File: config.mk
export PLATFORM = sky130hd
export DESIGN_NAME = gato_controller
export DESIGN_NICKNAME = d
export VERILOG_FILES = /design/src/rtl/gato_pkg.sv /design/src/rtl/gato_resultado.sv /design/src/rtl/gato_controller.sv
export SDC_FILE = /design/constraint.sdc
export NUM_CORES = 1
export LEC_CHECK = 0
export ABC_AREA = 1
export CELL_PAD_IN_SITES_DETAIL_PLACEMENT = 0
export CELL_PAD_IN_SITES_GLOBAL_PLACEMENT = 1
export CORE_MARGIN = 3
export CORE_UTILIZATION = 30
export CTS_BUF_LIST = sky130_fd_sc_hd__clkbuf_16
export CTS_CLUSTER_DIAMETER = 200
export DETAILED_ROUTE_END_ITERATION = 12
export GPL_ROUTABILITY_DRIVEN = 0
export GPL_TIMING_DRIVEN = 0
export PLACE_DENSITY_LB_ADDON = 0.1
export SETUP_SLACK_MARGIN = 0.02
export SKIP_LAST_GASP = 1
export SLEW_MARGIN = 25
export SYNTH_ARGS = -nofsm -noshare
export SYNTH_HDL_FRONTEND = slang
export SYNTH_SLANG_ARGS = --single-unit
File: constraint.sdc
create_clock -name clk -period 3.02 [get_ports clk]
set_input_delay 0.453 -clock clk [delete_from_list [all_inputs] [get_ports clk]]
set_output_delay 0.453 -clock clk [all_outputs]
set_load 0.02 [all_outputs]
File: src/rtl/gato_pkg.sv
// gato_pkg: shared cell/state types, board size and the eight winning lines
package gato_pkg;
  typedef enum logic [1:0] {VACIO = 2'b00, X = 2'b01, O = 2'b10} cell_t;
  typedef enum logic [2:0] {PLAY, WRITE, EVAL, OVER, CLR} state_t;
  localparam int N_CELLS = 9;
  localparam logic [3:0] LINES [8][3] = '{
    '{4'd0, 4'd1, 4'd2}, '{4'd3, 4'd4, 4'd5}, '{4'd6, 4'd7, 4'd8},
    '{4'd0, 4'd3, 4'd6}, '{4'd1, 4'd4, 4'd7}, '{4'd2, 4'd5, 4'd8},
    '{4'd0, 4'd4, 4'd8}, '{4'd2, 4'd4, 4'd6}
  };
  function automatic logic [3:0] firstEmpty(input logic [N_CELLS-1:0][1:0] b);
    firstEmpty = 4'd0;
    for (int i = N_CELLS - 1; i >= 0; i--) if (b[i] == VACIO) firstEmpty = 4'(i);
  endfunction
endpackage

File: src/rtl/gato_resultado.sv
// gato_resultado: combinational win/winner/full evaluation of the board
module gato_resultado
  import gato_pkg::*;
(
  input  logic [N_CELLS-1:0][1:0] board,
  output logic                    win,
  output logic [1:0]              winner,
  output logic                    full
);
  logic [8:0][1:0] pick;
  logic [N_CELLS-1:0] occ;
  assign pick[0] = VACIO;
  // first winning line in table order supplies the symbol
  for (genvar g = 0; g < 8; g++) begin : gLine
    logic [1:0] a, b, c;
    assign a = board[LINES[g][0]];
    assign b = board[LINES[g][1]];
    assign c = board[LINES[g][2]];
    assign pick[g+1] = pick[g] != VACIO ? pick[g] : (a != VACIO && a == b && b == c) ? a : VACIO;
  end
  for (genvar g = 0; g < N_CELLS; g++) begin : gCell
    assign occ[g] = board[g] != VACIO;
  end
  assign win = pick[8] != VACIO;
  assign winner = pick[8];
  assign full = &occ;
endmodule

File: src/rtl/gato_controller.sv
// gato_controller: tic-tac-toe turn/cursor/timer/outcome sequencer
// GATO_AUTOPLACE_EN: a timeout places the current symbol on the lowest empty cell
module gato_controller
  import gato_pkg::*;
#(
  parameter int TURN_CYCLES = 500_000_000
) (
  input  logic                           clk,
  input  logic                           rst,
  input  logic                           mover,
  input  logic                           colocar,
  input  logic [8:0][1:0]                board,
  output logic                           wr_en,
  output logic [3:0]                     wr_addr,
  output logic [1:0]                     wr_sym,
  output logic                           board_clr,
  output logic [3:0]                     cursor,
  output logic                           jugador,
  output logic [$clog2(TURN_CYCLES)-1:0] time_left,
  output logic                           timeout,
  output logic                           rechazo,
  output logic                           win,
  output logic [1:0]                     winner,
  output logic                           draw,
  output logic                           game_over
);
  localparam int TW = $clog2(TURN_CYCLES);
  localparam logic [TW-1:0] RELOAD = TW'(TURN_CYCLES - 1);
  state_t state, stateN;
  logic [3:0] cursorN, addr, addrN;
  logic [1:0] winnerN, evWinner;
  logic [TW-1:0] timeN;
  logic jugadorN, timeoutN, rechazoN, winN, drawN, evWin, evFull, cellFree;
  gato_resultado uRes (.board(board), .win(evWin), .winner(evWinner), .full(evFull));
  assign cellFree = board[cursor] == VACIO;
  assign wr_en = state == WRITE;
  assign wr_addr = addr;
  assign wr_sym = jugador ? X : O;
  assign board_clr = state == CLR;
  assign game_over = win | draw;
  always_ff @(posedge clk)
    if (rst) begin
      state <= PLAY;
      cursor <= 4'd0;
      jugador <= 1'b1;
      time_left <= RELOAD;
      addr <= 4'd0;
      timeout <= 1'b0;
      rechazo <= 1'b0;
      win <= 1'b0;
      winner <= 2'b00;
      draw <= 1'b0;
    end else begin
      state <= stateN;
      cursor <= cursorN;
      jugador <= jugadorN;
      time_left <= timeN;
      addr <= addrN;
      timeout <= timeoutN;
      rechazo <= rechazoN;
      win <= winN;
      winner <= winnerN;
      draw <= drawN;
    end
  always_comb begin
    stateN = state;
    cursorN = cursor;
    jugadorN = jugador;
    timeN = time_left;
    addrN = addr;
    winN = win;
    winnerN = winner;
    drawN = draw;
    timeoutN = 1'b0;
    rechazoN = 1'b0;
    case (state)
      PLAY: begin
        if (colocar && cellFree) begin
          stateN = WRITE;
          addrN = cursor;
        end else begin
          rechazoN = colocar;
          cursorN = (mover && !colocar) ? (cursor == 4'd8 ? 4'd0 : cursor + 4'd1) : cursor;
          timeN = time_left - 1'b1;
          // only an accepted placement pre-empts the expiry
          if (time_left == '0) begin
            timeoutN = 1'b1;
`ifdef GATO_AUTOPLACE_EN
            stateN = WRITE;
            addrN = firstEmpty(board);
            timeN = time_left;
`else
            jugadorN = !jugador;
            timeN = RELOAD;
`endif
          end
        end
      end
      WRITE: stateN = EVAL;
      EVAL: begin
        if (evWin) begin
          winN = 1'b1;
          winnerN = evWinner;
          stateN = OVER;
        end else if (evFull) begin
          drawN = 1'b1;
          stateN = OVER;
        end else begin
          jugadorN = !jugador;
          timeN = RELOAD;
          stateN = PLAY;
        end
      end
      OVER: stateN = colocar ? CLR : OVER;
      CLR: begin
        winN = 1'b0;
        winnerN = 2'b00;
        drawN = 1'b0;
        cursorN = 4'd0;
        jugadorN = 1'b1;
        timeN = RELOAD;
        stateN = PLAY;
      end
      default: stateN = PLAY;
    endcase
  end
endmodule

* Yosys cells after proc, flatten, opt, wreduce, memory -nomap -nowiden
Cells that the tools add are included.
** Storage, ports and cells
- Input bits :: 22
- Register bits after elaboration :: 47
- Word-level logic and storage cells :: 140
** Cells by class
- Bitwise operators :: 2
- Muxes and demuxes :: 45
- Reductions and logical operators :: 51
- $add $sub $neg :: 2
- Order comparisons :: 1
- Eq/ne operators :: 29
** Operators by type and width (number)
- $mux 29 :: 4
- $pmux 29 s3 :: 1
- $mux 2 :: 20
- $reduce_bool 2->1 :: 19
- $eq 2x2->1 :: 16
- $logic_not 29->1 :: 1
- $sub 29x1->29 const B :: 1
- $logic_and 1x1->1 :: 18
- $ne 2x2->1 const B :: 8
- $mux 4 :: 3
- $pmux 3 s4 :: 1
- $reduce_and 9->1 :: 1
- $bmux 2 s4 :: 1
- $mux 1 :: 8
- $pmux 4 s2 :: 1
- $eq 3x2->1 const B :: 2
- $mux 3 :: 2
- $reduce_and 3->1 :: 2
- $lt 4x5->1 const B :: 1
- $reduce_and 5->1 :: 1
- $add 4x1->4 const B :: 1
- $eq 4x4->1 const B :: 1
- $pmux 1 s2 :: 2
- $pmux 2 s2 :: 1
- 12 further kinds :: 14

* Logic depth before layout (Yosys ltp)
Gate-level depths: netlist (run 1).
- Depth after elaboration :: 21
- Gate-level depth with buffers :: 26
- Gate-level depth less buffers :: 25

* Modules after synthesis
From an unflattened synthesis (run 1), not the netlist that was laid out.
** Second synthesis, totals
- Cells, all modules :: 616
- Area total of the unflattened synthesis :: 3676.0 um^2
** Modules (own cells, without submodules)
- gato_controller :: instances 1, sequential area each 940.9 um^2, cells each 478, area an instance 2967.8 um^2
- gato_resultado :: instances 1, sequential area each 0.0 um^2, cells each 138, area an instance 708.2 um^2

* Worst setup path before layout (run 1)
Ideal clock, no wire load.
- Path kind :: input-to-reg
- Start point :: in board[9] (netlist name)
- End point :: reg time_left[10]
- Cell stages on the path :: 24
- Path slack :: 0.717 ns
- Arrival :: 2.171 ns
- Required time :: 2.887 ns
- Path through :: inv_1 -> nand3_1 -> a21oi_1 -> nand2_1 -> nand3_1 -> nand2_1 -> inv_2 -> nand2_1 -> inv_1 -> nand2_1 -> inv_2 -> nand2_1 -> inv_2 -> nand2_1 -> inv_1 -> nand2_1 -> nand2_1 -> nand2_2 -> nor2_4 -> nand2_2 -> buf_6 -> buf_6 -> nand2_2 -> nand3_2
** Between the ends
- Longest elaborated chain between the ends :: 20
** RTL lines
- start: declaration :: line gato_controller.sv:12 : input logic [8:0][1:0] board,
- $eq 2x2->1 :: line gato_resultado.sv:19 : assign pick[g+1] = pick[g] != VACIO ? pick[g] : (a != VACIO && a == b && b == c) ? a : VACIO;
- $logic_and 1x1->1 (2 in a row) :: line gato_resultado.sv:19
- $mux 2 (2 in a row) :: line gato_resultado.sv:19
- $reduce_bool 2->1 :: line gato_resultado.sv:19
- $mux 2 :: line gato_resultado.sv:19
- $reduce_bool 2->1 :: line gato_resultado.sv:19
- $mux 2 :: line gato_resultado.sv:19
- $reduce_bool 2->1 :: line gato_resultado.sv:19
- [2 not listed]
- $mux 2 :: line gato_resultado.sv:19
- $reduce_bool 2->1 :: line gato_resultado.sv:19
- $mux 2 :: line gato_resultado.sv:19
- $reduce_bool 2->1 :: line gato_resultado.sv:19
- $mux 2 :: line gato_resultado.sv:19
- $reduce_bool 2->1 :: line gato_resultado.sv:24 : assign win = pick[8] != VACIO;
- $ne 2x2->1 (no source line)
- $reduce_and 4->1 (no source line) *
- end signal: assignment :: line gato_controller.sv:57 : time_left <= timeN;
- end: declaration :: line gato_controller.sv:19 : output logic [$clog2(TURN_CYCLES)-1:0] time_left,
Every way passes the cells marked *; elsewhere a longest branch is shown, timed or not. The select of a mux whose other input is x is not followed.
A chain may end at the register's enable or synchronous reset.

* Worst setup path after layout (run 1)
- Start point :: in board[15] (netlist name)
- End point :: reg time_left[10]
** Between the ends
- Longest elaborated chain between the ends :: 18
** RTL lines (line)
- $eq 2x2->1 :: gato_resultado.sv:19
- $logic_and 1x1->1 (2 in a row) :: gato_resultado.sv:19
- $mux 2 (2 in a row) :: gato_resultado.sv:19
- $reduce_bool 2->1 :: gato_resultado.sv:19
- $mux 2 :: gato_resultado.sv:19
- $reduce_bool 2->1 :: gato_resultado.sv:19
- $mux 2 :: gato_resultado.sv:19
- $reduce_bool 2->1 :: gato_resultado.sv:19
- $mux 2 :: gato_resultado.sv:19
- $reduce_bool 2->1 :: gato_resultado.sv:19
- $mux 2 :: gato_resultado.sv:19
- $reduce_bool 2->1 :: gato_resultado.sv:19
- $mux 2 :: gato_resultado.sv:19
- $reduce_bool 2->1 :: gato_resultado.sv:24
- $ne 2x2->1 (no source line)
- $reduce_and 4->1 (no source line) *
Marked as above.

==> qor.txt, run 1 <==
RSZ-0062 raised after global routing -> no
Critical-path maximum fanout -> 10
Yosys warning count -> 0
Synthesized area per cell -> 5.89 µm²
Avg Vias per Cell -> 4.84
Slew margin rel. -> 0.562
Area grow syn2layout -> 32.9%
Worst hold path type -> flop to flop
Die Span Y -> 111 µm
Skew-Pair Late Insertion Delay -> 0.29 ns
Register bit total from synthesis -> 47
DRC Markers -> 0
Placed cell area -> 0.00415 mm²
Reg power frac -> 0.307
Root Buffer -> clkbuf_16
Detailed-route via count -> 3739
Synth top area share -> 0.286
Num Clock Sinks -> 47
Nets -> 662
Switching part of the total -> 0.466
Setup CP Type -> input pin to flop
Initial antenna violation count -> 0
Drt pass-1 iters -> 5
Final Util -> 0.416
Post-synthesis sequential area ratio -> 0.286
Core Footprint -> 0.0105 mm²
Hold_buf cts -> 0
Port buffer count -> 69
Antenna cells -> 0
Overall routing resource usage -> 0.168
Top Ports -> 71
Die ar. -> 0.0123 mm²
Syn Inst Count -> 559
First-pass GRT wire length -> 17400 µm
Number of global-route vias before repair -> 3478
Outcome -> finished, final reports clean
Final Max Tran Viols -> 0
Data arrival, critical path -> 2.91 ns
Post-synth EDFFs -> 0
Final wirelength -> 10400 µm
Largest net degree at the start of global routing -> 14
Top FF cell, synth -> dfxtp_1
WL per Instance -> 13.5 µm
Total power -> 3.75 mW
Critical Path Sink Type -> flop
Critical path startpoint category -> input pin
Mapped cell area -> 0.00329 mm²
Clock Power Share -> 0.143
Row cnt -> 37
Initial cell density of the core -> 0.313
Share of cells above drive strength 1 -> 0.0755
Setup TNS -> 0 ns
Async S/R FF share, synth -> 0
P_int -> 2.00 mW
Synth unique cells -> 33
H-tree level count -> 2
Die W -> 111 µm
Setup-failing EPs final -> 0
Pleak -> 2.12 nW
Count leader, synth -> nand2_1
Net Count, Synth -> 585
GRT overflow -> 0
Peak VDD IR -> 0.460 mV
Share of the cycle needed by the critical path after routing -> 0.916
CTS tree -> done
Clock transition at path regs -> 0.07 ns
Placed Instances -> 764
Maxcap violations -> 0
Synth area leader -> dfxtp_1
Switching power -> 1.75 mW
1st-iter DRT viols -> 144
Synth cell count leaders -> nand2_1, nor2_1, inv_1
Worst Tran Pin Value -> 0.658 ns
Combinational power share -> 0.550
Routed Antenna Nets -> 0
Pwr/cell area -> 858 mW/mm²
Top post-synthesis cells by area -> dfxtp_1, nand2_1, nand3_1
Max Freq -> 361 MHz
Worst Path Required -> 3.17 ns
Post-route cell area -> 0.00437 mm²
Final hold viol count -> 0
Tmin final -> 2.77 ns
Num CTS Buffers -> 5
DP HPWL -> 8020 µm
Final std cells w/o fill -> 772
Clock Skews -> 0.0111 ns
Clock buffer depth -> 2
final timing paths:
kind	startpoint	to	slack, ns	cells after the start
worst max-delay path	board[15]	time_left[10]	0.25	22
worst min-delay path	wr_addr[3]	wr_addr[3]	0.44	2
worst max register to register	time_left[0]	time_left[28]	0.48	15
worst min register to register	wr_addr[3]	wr_addr[3]	0.44	2
layer usage:
layer  vias up  routed length, µm  global-route usage
li1       1946                  -                   -
met1      1709               5470               0.251
met2        76               4420               0.257
met3         8                408              0.0191
met4         0                103              0.0386
met5         -                  0                   0
power by group through the flow:
| stage | logic [mW] | clock network (mW) | registers, mW |
|---|---|---|---|
| after floorplan | 1.06 | 0 | 1.34 |
| after global placement | 2.04 | 0 | 1.16 |
| after detailed placement | 2.06 | 0 | 1.16 |
| after CTS | 2.07 | 0.563 | 1.15 |
| after global routing | 2.32 | 0.579 | 1.20 |
| final | 2.06 | 0.537 | 1.15 |
critical path, stage by stage:
cell and delay (ns):
clkdlybuf4s50_1 0.56, nand3_2 0.13, a21oi_2 0.19, nand3_1 0.11, nand2_1 0.08, clkinv_1 0.07, nand2_1 0.08, inv_2 0.04
nand3_1 0.09, nand2_1 0.07, inv_2 0.05, nand2_1 0.04, inv_1 0.05, nand2_1 0.05, nand2_1 0.11, nand2_2 0.11
nor2_4 0.14, nand2_2 0.07, buf_6 0.15, buf_6 0.15, nand2_2 0.06, nand3_2 0.06
kinds of logic after synthesis:
logic type / share of synthesized area
and+or+nand+nor: 0.426
buffers and inverters: 0.125
AOI/OAI and AO/OA: 0.129
DFF: 0.286
xor gates and xnor gates: 0.0186
adders and majority gates: 0.0152
cell type report:
cell class	instances	area [µm²]
plain buffers	13	81.3
clock buffers	5	125
clock inverters	2	8.76
fillers	1165	6140
inverters	88	330
multi-input cells	411	1980
flip-flops and latches	47	941
well taps	136	170
repair buffers	70	738
metrics by stage:
stage | setup slack (ns) | hold WS, ns
final | 0.253 | 0.444
after global routing | 0.0233 | 0.487
after CTS | 0.0751 | 0.450
after detailed placement | -0.222 | 0.439
after global placement | -0.211 | 0.433
after floorplan | 0.717 | 0.472
repair_timing:
action | CTS | global route
endpoints found under the setup margin | 0 | 31
gates resized for setup | 0 | 29
setup buffers | 0 | 1
placed cells by master (no fill, tap or decap), drive strengths merged, types with 5 or more instances in the layout:
cell,count
nor3,11
clkdlybuf4s50,53
dfxtp,47
a21oi,28
dlymetal6s2s,16
nand2,124
xor2,5
o21ai,35
nor2,96
buf,8
inv,87
nand3,77
o31ai,5
nand4,6
clkbuf,11
sequential cells by signal (all words and copies together) (netlist names), 2 cells and up:
signal	count
winner	2
state	3
time_left	29
cursor	4
wr_addr	4
Power figures use the tool's default switching activity.
==> inputs of run 2 (changes only) <==
Settings changed: RECOVER_POWER from default to 25.
==> qor.txt, run 2 (same netlist as run 1, synthesis figures left out) <==
Outcome -> finished, final reports clean
Detailed-route via count -> 3736 (-0.080%)
H-tree level count -> 2 (unchanged)
Clock Skews -> 0.0110 ns (-0.0000187 ns)
Pleak -> 2.15 nW (+1.5%)
Skew-Pair Late Insertion Delay -> 0.29 ns (about the same)
1st-iter DRT viols -> 154 (+6.9%)
Antenna cells -> 0 (unchanged)
Register area -> 941 µm² (unchanged)
Drt pass-1 iters -> 5 (unchanged)
Critical-path maximum fanout -> 10 (unchanged)
Worst Tran Pin Value -> 0.658 ns (+0.000344 ns)
Largest net degree at the start of global routing -> 14 (unchanged)
Share of the cycle needed by the critical path after routing -> 0.917 (about the same)
RSZ-0062 raised after global routing -> no
Worst Setup Slack, final -> 0.252 ns (-0.000845 ns)
Clock transition at path regs -> 0.07 ns (about the same)
Filler Cell Count -> 1165 (unchanged)
Worst reg2reg setup slack -> 0.49 ns (about the same)
Setup CP Type -> input pin to flop
Placed Instances -> 764 (unchanged)
Die W -> 111 µm (unchanged)
Nets -> 662 (unchanged)
Clock buffer depth -> 2 (unchanged)
Final hold viol count -> 0 (unchanged)
Area of the multi-input gates -> 0.00198 mm² (unchanged)
Worst hold path type -> flop to flop
Root Buffer -> clkbuf_16
Overall routing resource usage -> 0.168 (unchanged)
Worst hold path depth -> 2 (unchanged)
Most common cell after layout, fill and taps aside -> nand2_1
Share of cells above drive strength 1 -> 0.0755 (unchanged)
Final wirelength -> 10400 µm (about the same)
Top Ports -> 71 (unchanged)
Area grow syn2layout -> 32.9% (unchanged)
Number of global-route vias before repair -> 3478 (unchanged)
Worst Hold Path EP -> wr_addr[3]
Core Footprint -> 0.0105 mm² (unchanged)
Die ar. -> 0.0123 mm² (unchanged)
Setup WS pre-CTS -> -0.222 ns (unchanged)
Largest Register -> time_left
Pwr/cell area -> 853 mW/mm² (-0.63%)
Worst Path Required -> 3.17 ns (about the same)
Routed Antenna Nets -> 0 (unchanged)
DRC Markers -> 0 (unchanged)
Final std cells w/o fill -> 772 (unchanged)
Port buffer count -> 69 (unchanged)
Avg Vias per Cell -> 4.84 (about the same)
Commonest non-fill, non-tap cells in the layout -> nand2_1, nor2_1, inv_1, nand3_1, dfxtp_1
Max reg flops -> 29 (unchanged)
Final Max Tran Viols -> 0 (unchanged)
Die Span Y -> 111 µm (unchanged)
Critical Path Sink Type -> flop
Maxcap violations -> 0 (unchanged)
First-pass GRT wire length -> 17400 µm (unchanged)
Hold slack final -> 0.442 ns (-0.00270 ns)
CTS tree -> done
GRT overflow -> 0 (unchanged)
Tmin final -> 2.77 ns (+0.000845 ns)
Initial cell density of the core -> 0.313 (unchanged)
Worst R2R Start -> time_left[0]
Num Clock Sinks -> 47 (unchanged)
Data arrival, critical path -> 2.92 ns (about the same)
Num CTS Buffers -> 5 (unchanged)
Peak VDD IR -> 0.452 mV (-1.8%)
WL per Instance -> 13.5 µm (about the same)
Initial antenna violation count -> 0 (unchanged)
R2R depth -> 15 (unchanged)
Max Freq -> 361 MHz (about the same)
Critical path startpoint category -> input pin
Min-delay src -> wr_addr[3]
Slew margin rel. -> 0.561 (about the same)
R2R Path End -> time_left[28]
Row cnt -> 37 (unchanged)
DP HPWL -> 8020 µm (unchanged)
Setup-failing EPs final -> 0 (unchanged)
## run 2: changes by cell type in the layout (fill, tap and decap cells not counted), sizes merged
cell | previous run | this run
clkdlybuf4s50 | 53 | 34
dlygate4sd3 | 0 | 19
## run 2: where the power goes
group          switching [mW]  total, mW  internal [mW]  leakage (nW)
clock                   0.238      0.536          0.299        0.0671
combinational            1.20       2.04          0.837          1.70
sequential              0.305       1.15          0.845         0.386
total                    1.75       3.73           1.98          2.15
## run 2: per-stage QoR
stage          cell area (µm²)  TNS (ns)  total power [mW]  utilization
4_1_cts                   4290         0              3.79        0.408
6_report                  4370         0              3.73        0.416
2_1_floorplan             3290         0              2.40            -
5_1_grt                   4370         0              4.08        0.416
3_3_place_gp              4150     -4.04              3.20        0.395
3_5_place_dp              4150     -4.47              3.22        0.395
## run 2: timing repair
item | 4_1_cts | 5_1_grt
endpoints found under the setup margin | 0 | 31
hold buffers | 0 | 0
resized for setup | 0 | 29
buffers inserted | 0 | 1
## run 2: final cells by class
class / count / area share
Clock inverter: 2 / 0.00200
Multi-Input combinational cell: 411 / 0.452
Buffer: 13 / 0.0186
Sequential cell: 47 / 0.215
Tap cell: 136 / 0.0389
Inverter: 88 / 0.0756
Timing Repair Buffer: 70 / 0.169
Clock buffer: 5 / 0.0286
## run 2: routing by layer
| layer | up-vias | track usage | wire length (µm) |
|---|---|---|---|
| li1 | 1947 | - | - |
| met1 | 1712 | 0.251 | 5510 |
| met2 | 69 | 0.257 | 4420 |
| met3 | 8 | 0.0191 | 364 |
| met4 | 0 | 0.0386 | 103 |
| met5 | - | 0 | 0 |
## run 2: worst max-delay path by stage
stage                 startpoint       endpoint  slack (ns)  cells past startpoint
finish                 board[15]  time_left[10]        0.25                     22
global route           board[14]  time_left[24]        0.02                     20
CTS                 time_left[0]  time_left[28]        0.08                     15
detailed placement      board[1]  time_left[10]       -0.22                     24
global placement        board[1]  time_left[10]       -0.21                     26
floorplan               board[9]  time_left[10]        0.72                     24
## run 2: critical path, cell delays in order
cell and delay [ns]:
clkdlybuf4s50_1 0.56, nand3_2 0.13, a21oi_2 0.19, nand3_1 0.11, nand2_1 0.08, clkinv_1 0.07
nand2_1 0.08, inv_2 0.04, nand3_1 0.09, nand2_1 0.07, inv_2 0.05, nand2_1 0.04
inv_1 0.05, nand2_1 0.05, nand2_1 0.11, nand2_2 0.11, nor2_4 0.14, nand2_2 0.07
buf_6 0.15, buf_6 0.15, nand2_2 0.06, nand3_2 0.06
==> inputs of run 3 (changes only) <==
Settings changed: GPL_TIMING_DRIVEN 0 to 1.
==> qor.txt, run 3 (same netlist as run 1, synthesis figures left out) <==
Hold slack final -> 0.442 ns (+0.000138 ns)
Final Max Tran Viols -> 0 (unchanged)
Max reg flops -> 29 (unchanged)
Core Footprint -> 0.0105 mm² (unchanged)
DP HPWL -> 7660 µm (-4.5%)
Worst Path Required -> 3.17 ns (about the same)
Worst Tran Pin Value -> 0.618 ns (-0.0395 ns)
Setup TNS -> 0 ns (unchanged)
GRT overflow -> 0 (unchanged)
Pwr/cell area -> 857 mW/mm² (+0.49%)
Die W -> 111 µm (unchanged)
Detailed-route via count -> 3681 (-1.5%)
Routed Antenna Nets -> 0 (unchanged)
Drt pass-1 iters -> 4 (-1)
Die Span Y -> 111 µm (unchanged)
Tmin final -> 2.67 ns (-0.0986 ns)
Worst hold path type -> flop to flop
Data arrival, critical path -> 2.82 ns (-0.10 ns)
First-pass GRT wire length -> 16600 µm (-4.2%)
Critical Path Sink Type -> flop
DRC Markers -> 0 (unchanged)
Critical-path maximum fanout -> 29 (+19)
GR peak layer -> met2
Area grow syn2layout -> 35.1%
Initial antenna violation count -> 0 (unchanged)
Area of the multi-input gates -> 0.00194 mm² (-2.0%)
GR Util met3 -> 0.0278 (+0.00873)
Port buffer count -> 70 (+1.4%)
Met1 Use GR -> 0.238 (-0.0128)
Worst reg2reg setup slack -> 0.41 ns (-0.08 ns)
Max Freq -> 375 MHz (+3.7%)
Clock Skews -> 0.00663 ns (-0.00442 ns)
H-tree level count -> 2 (unchanged)
Share of the cycle needed by the critical path after routing -> 0.884 (-0.0326)
Clock transition at path regs -> 0.07 ns (about the same)
RSZ-0062 raised after global routing -> no
Row cnt -> 37 (unchanged)
Largest Register -> time_left
WL per Instance -> 12.6 µm (-6.4%)
Filler Cell Count -> 1189 (+2.1%)
Antenna cells -> 0 (unchanged)
Most common cell after layout, fill and taps aside -> nand2_1
Pleak -> 2.10 nW (-2.2%)
1st-iter DRT viols -> 193 (+25%)
Nets -> 671 (+1.4%)
Avg Vias per Cell -> 4.71 (-2.7%)
Slew margin rel. -> 0.587 (+0.0259)
Commonest non-fill, non-tap cells in the layout -> nand2_1, nor2_1, inv_1, nand3_1, clkdlybuf4s50_1
Peak VDD IR -> 0.394 mV (-13%)
Final hold viol count -> 0 (unchanged)
Top Ports -> 71 (unchanged)
Critical path startpoint category -> input pin
Clock buffer depth -> 2 (unchanged)
Num CTS Buffers -> 5 (unchanged)
Root Buffer -> clkbuf_16
Final wirelength -> 9860 µm (-5.2%)
Register area -> 941 µm² (unchanged)
Maxcap violations -> 0 (unchanged)
CTS tree -> done
Initial cell density of the core -> 0.313 (unchanged)
Setup-failing EPs final -> 0 (unchanged)
Skew-Pair Late Insertion Delay -> 0.29 ns (about the same)
Num Clock Sinks -> 47 (unchanged)
Number of global-route vias before repair -> 3357 (-3.5%)
Met2 Usage GRT -> 0.244 (-0.0125)
Die ar. -> 0.0123 mm² (unchanged)
Setup CP Type -> input pin to flop
Share of cells above drive strength 1 -> 0.0805 (+0.00502)
Outcome -> finished, final reports clean
Overall routing resource usage -> 0.160 (-0.00714)
Post-CTS setup buffers -> 0 (unchanged)
Largest net degree at the start of global routing -> 30 (+16)
## run 3: cell count changes in the layout (fill, tap and decap cells not counted), moves of 3 or more
cell and delta:
nor2_2 -3, dlymetal6s2s_1 -14, clkbuf_1 -6, a21oi_1 +3
buf_6 -3, buf_4 +17, nor2_1 +4, a21oi_2 -3
clkdlybuf4s50_1 +14
## run 3: per-stage QoR
| step | cells | utilization | setup slack (ns) | power [mW] | area, µm² |
|---|---|---|---|---|---|
| floorplan | 559 | - | 0.717 | 2.40 | 3290 |
| global placement | 774 | 0.406 | -0.0108 | 3.18 | 4270 |
| detailed placement | 774 | 0.406 | 0.00686 | 3.20 | 4270 |
| CTS | 782 | 0.423 | 0.307 | 3.87 | 4440 |
| global route | 782 | 0.423 | 0.0263 | 4.13 | 4450 |
| finish | 782 | 0.423 | 0.350 | 3.81 | 4450 |
## run 3: timing repair
item | CTS | global route
endpoints found under the setup margin | 0 | 21
hold buffers | 0 | 0
gates resized for setup | 0 | 2
## run 3: routing by layer
layer,share of wire,vias to the layer above
li1,-,1966
met1,0.53,1632
met2,0.42,74
met3,0.039,9
met4,0.0098,0
met5,0,-
## run 3: power by group
group	switching (mW)	leakage [nW]	internal, mW
Combinational	1.16	1.64	0.846
Clock	0.267	0.0804	0.394
Sequential	0.300	0.386	0.845
Total	1.72	2.10	2.09
## run 3: critical path: stages
cell,delay [ns]
clkdlybuf4s50_1,0.55
nand3_1,0.12
a21oi_1,0.24
nand2_1,0.07
nand3_1,0.09
nand2_1,0.07
inv_2,0.05
nand2_1,0.04
inv_1,0.06
nand3_1,0.10
nand3_1,0.11
nand2_1,0.06
inv_1,0.04
nand2_1,0.04
nand2_1,0.11
nand2_2,0.10
nor2_4,0.12
nand2_2,0.08
buf_12,0.17
nand2_1,0.07
nand3_1,0.07
## run 3: worst paths after layout
kind / start / end / cells past startpoint
max: board[11] / time_left[0] / 21
min: wr_addr[0] / wr_addr[0] / 2
min reg2reg: wr_addr[0] / wr_addr[0] / 2
max reg2reg: time_left[0] / time_left[28] / 15
## run 3: final cells by class
type / instances / area share
well taps: 136 / 0.0383
repair buffers: 92 / 0.201
multi-input cells: 411 / 0.436
flip-flops and latches: 47 / 0.212
clock inverters: 3 / 0.0104
inverters: 88 / 0.0743
clock buffers: 5 / 0.0281
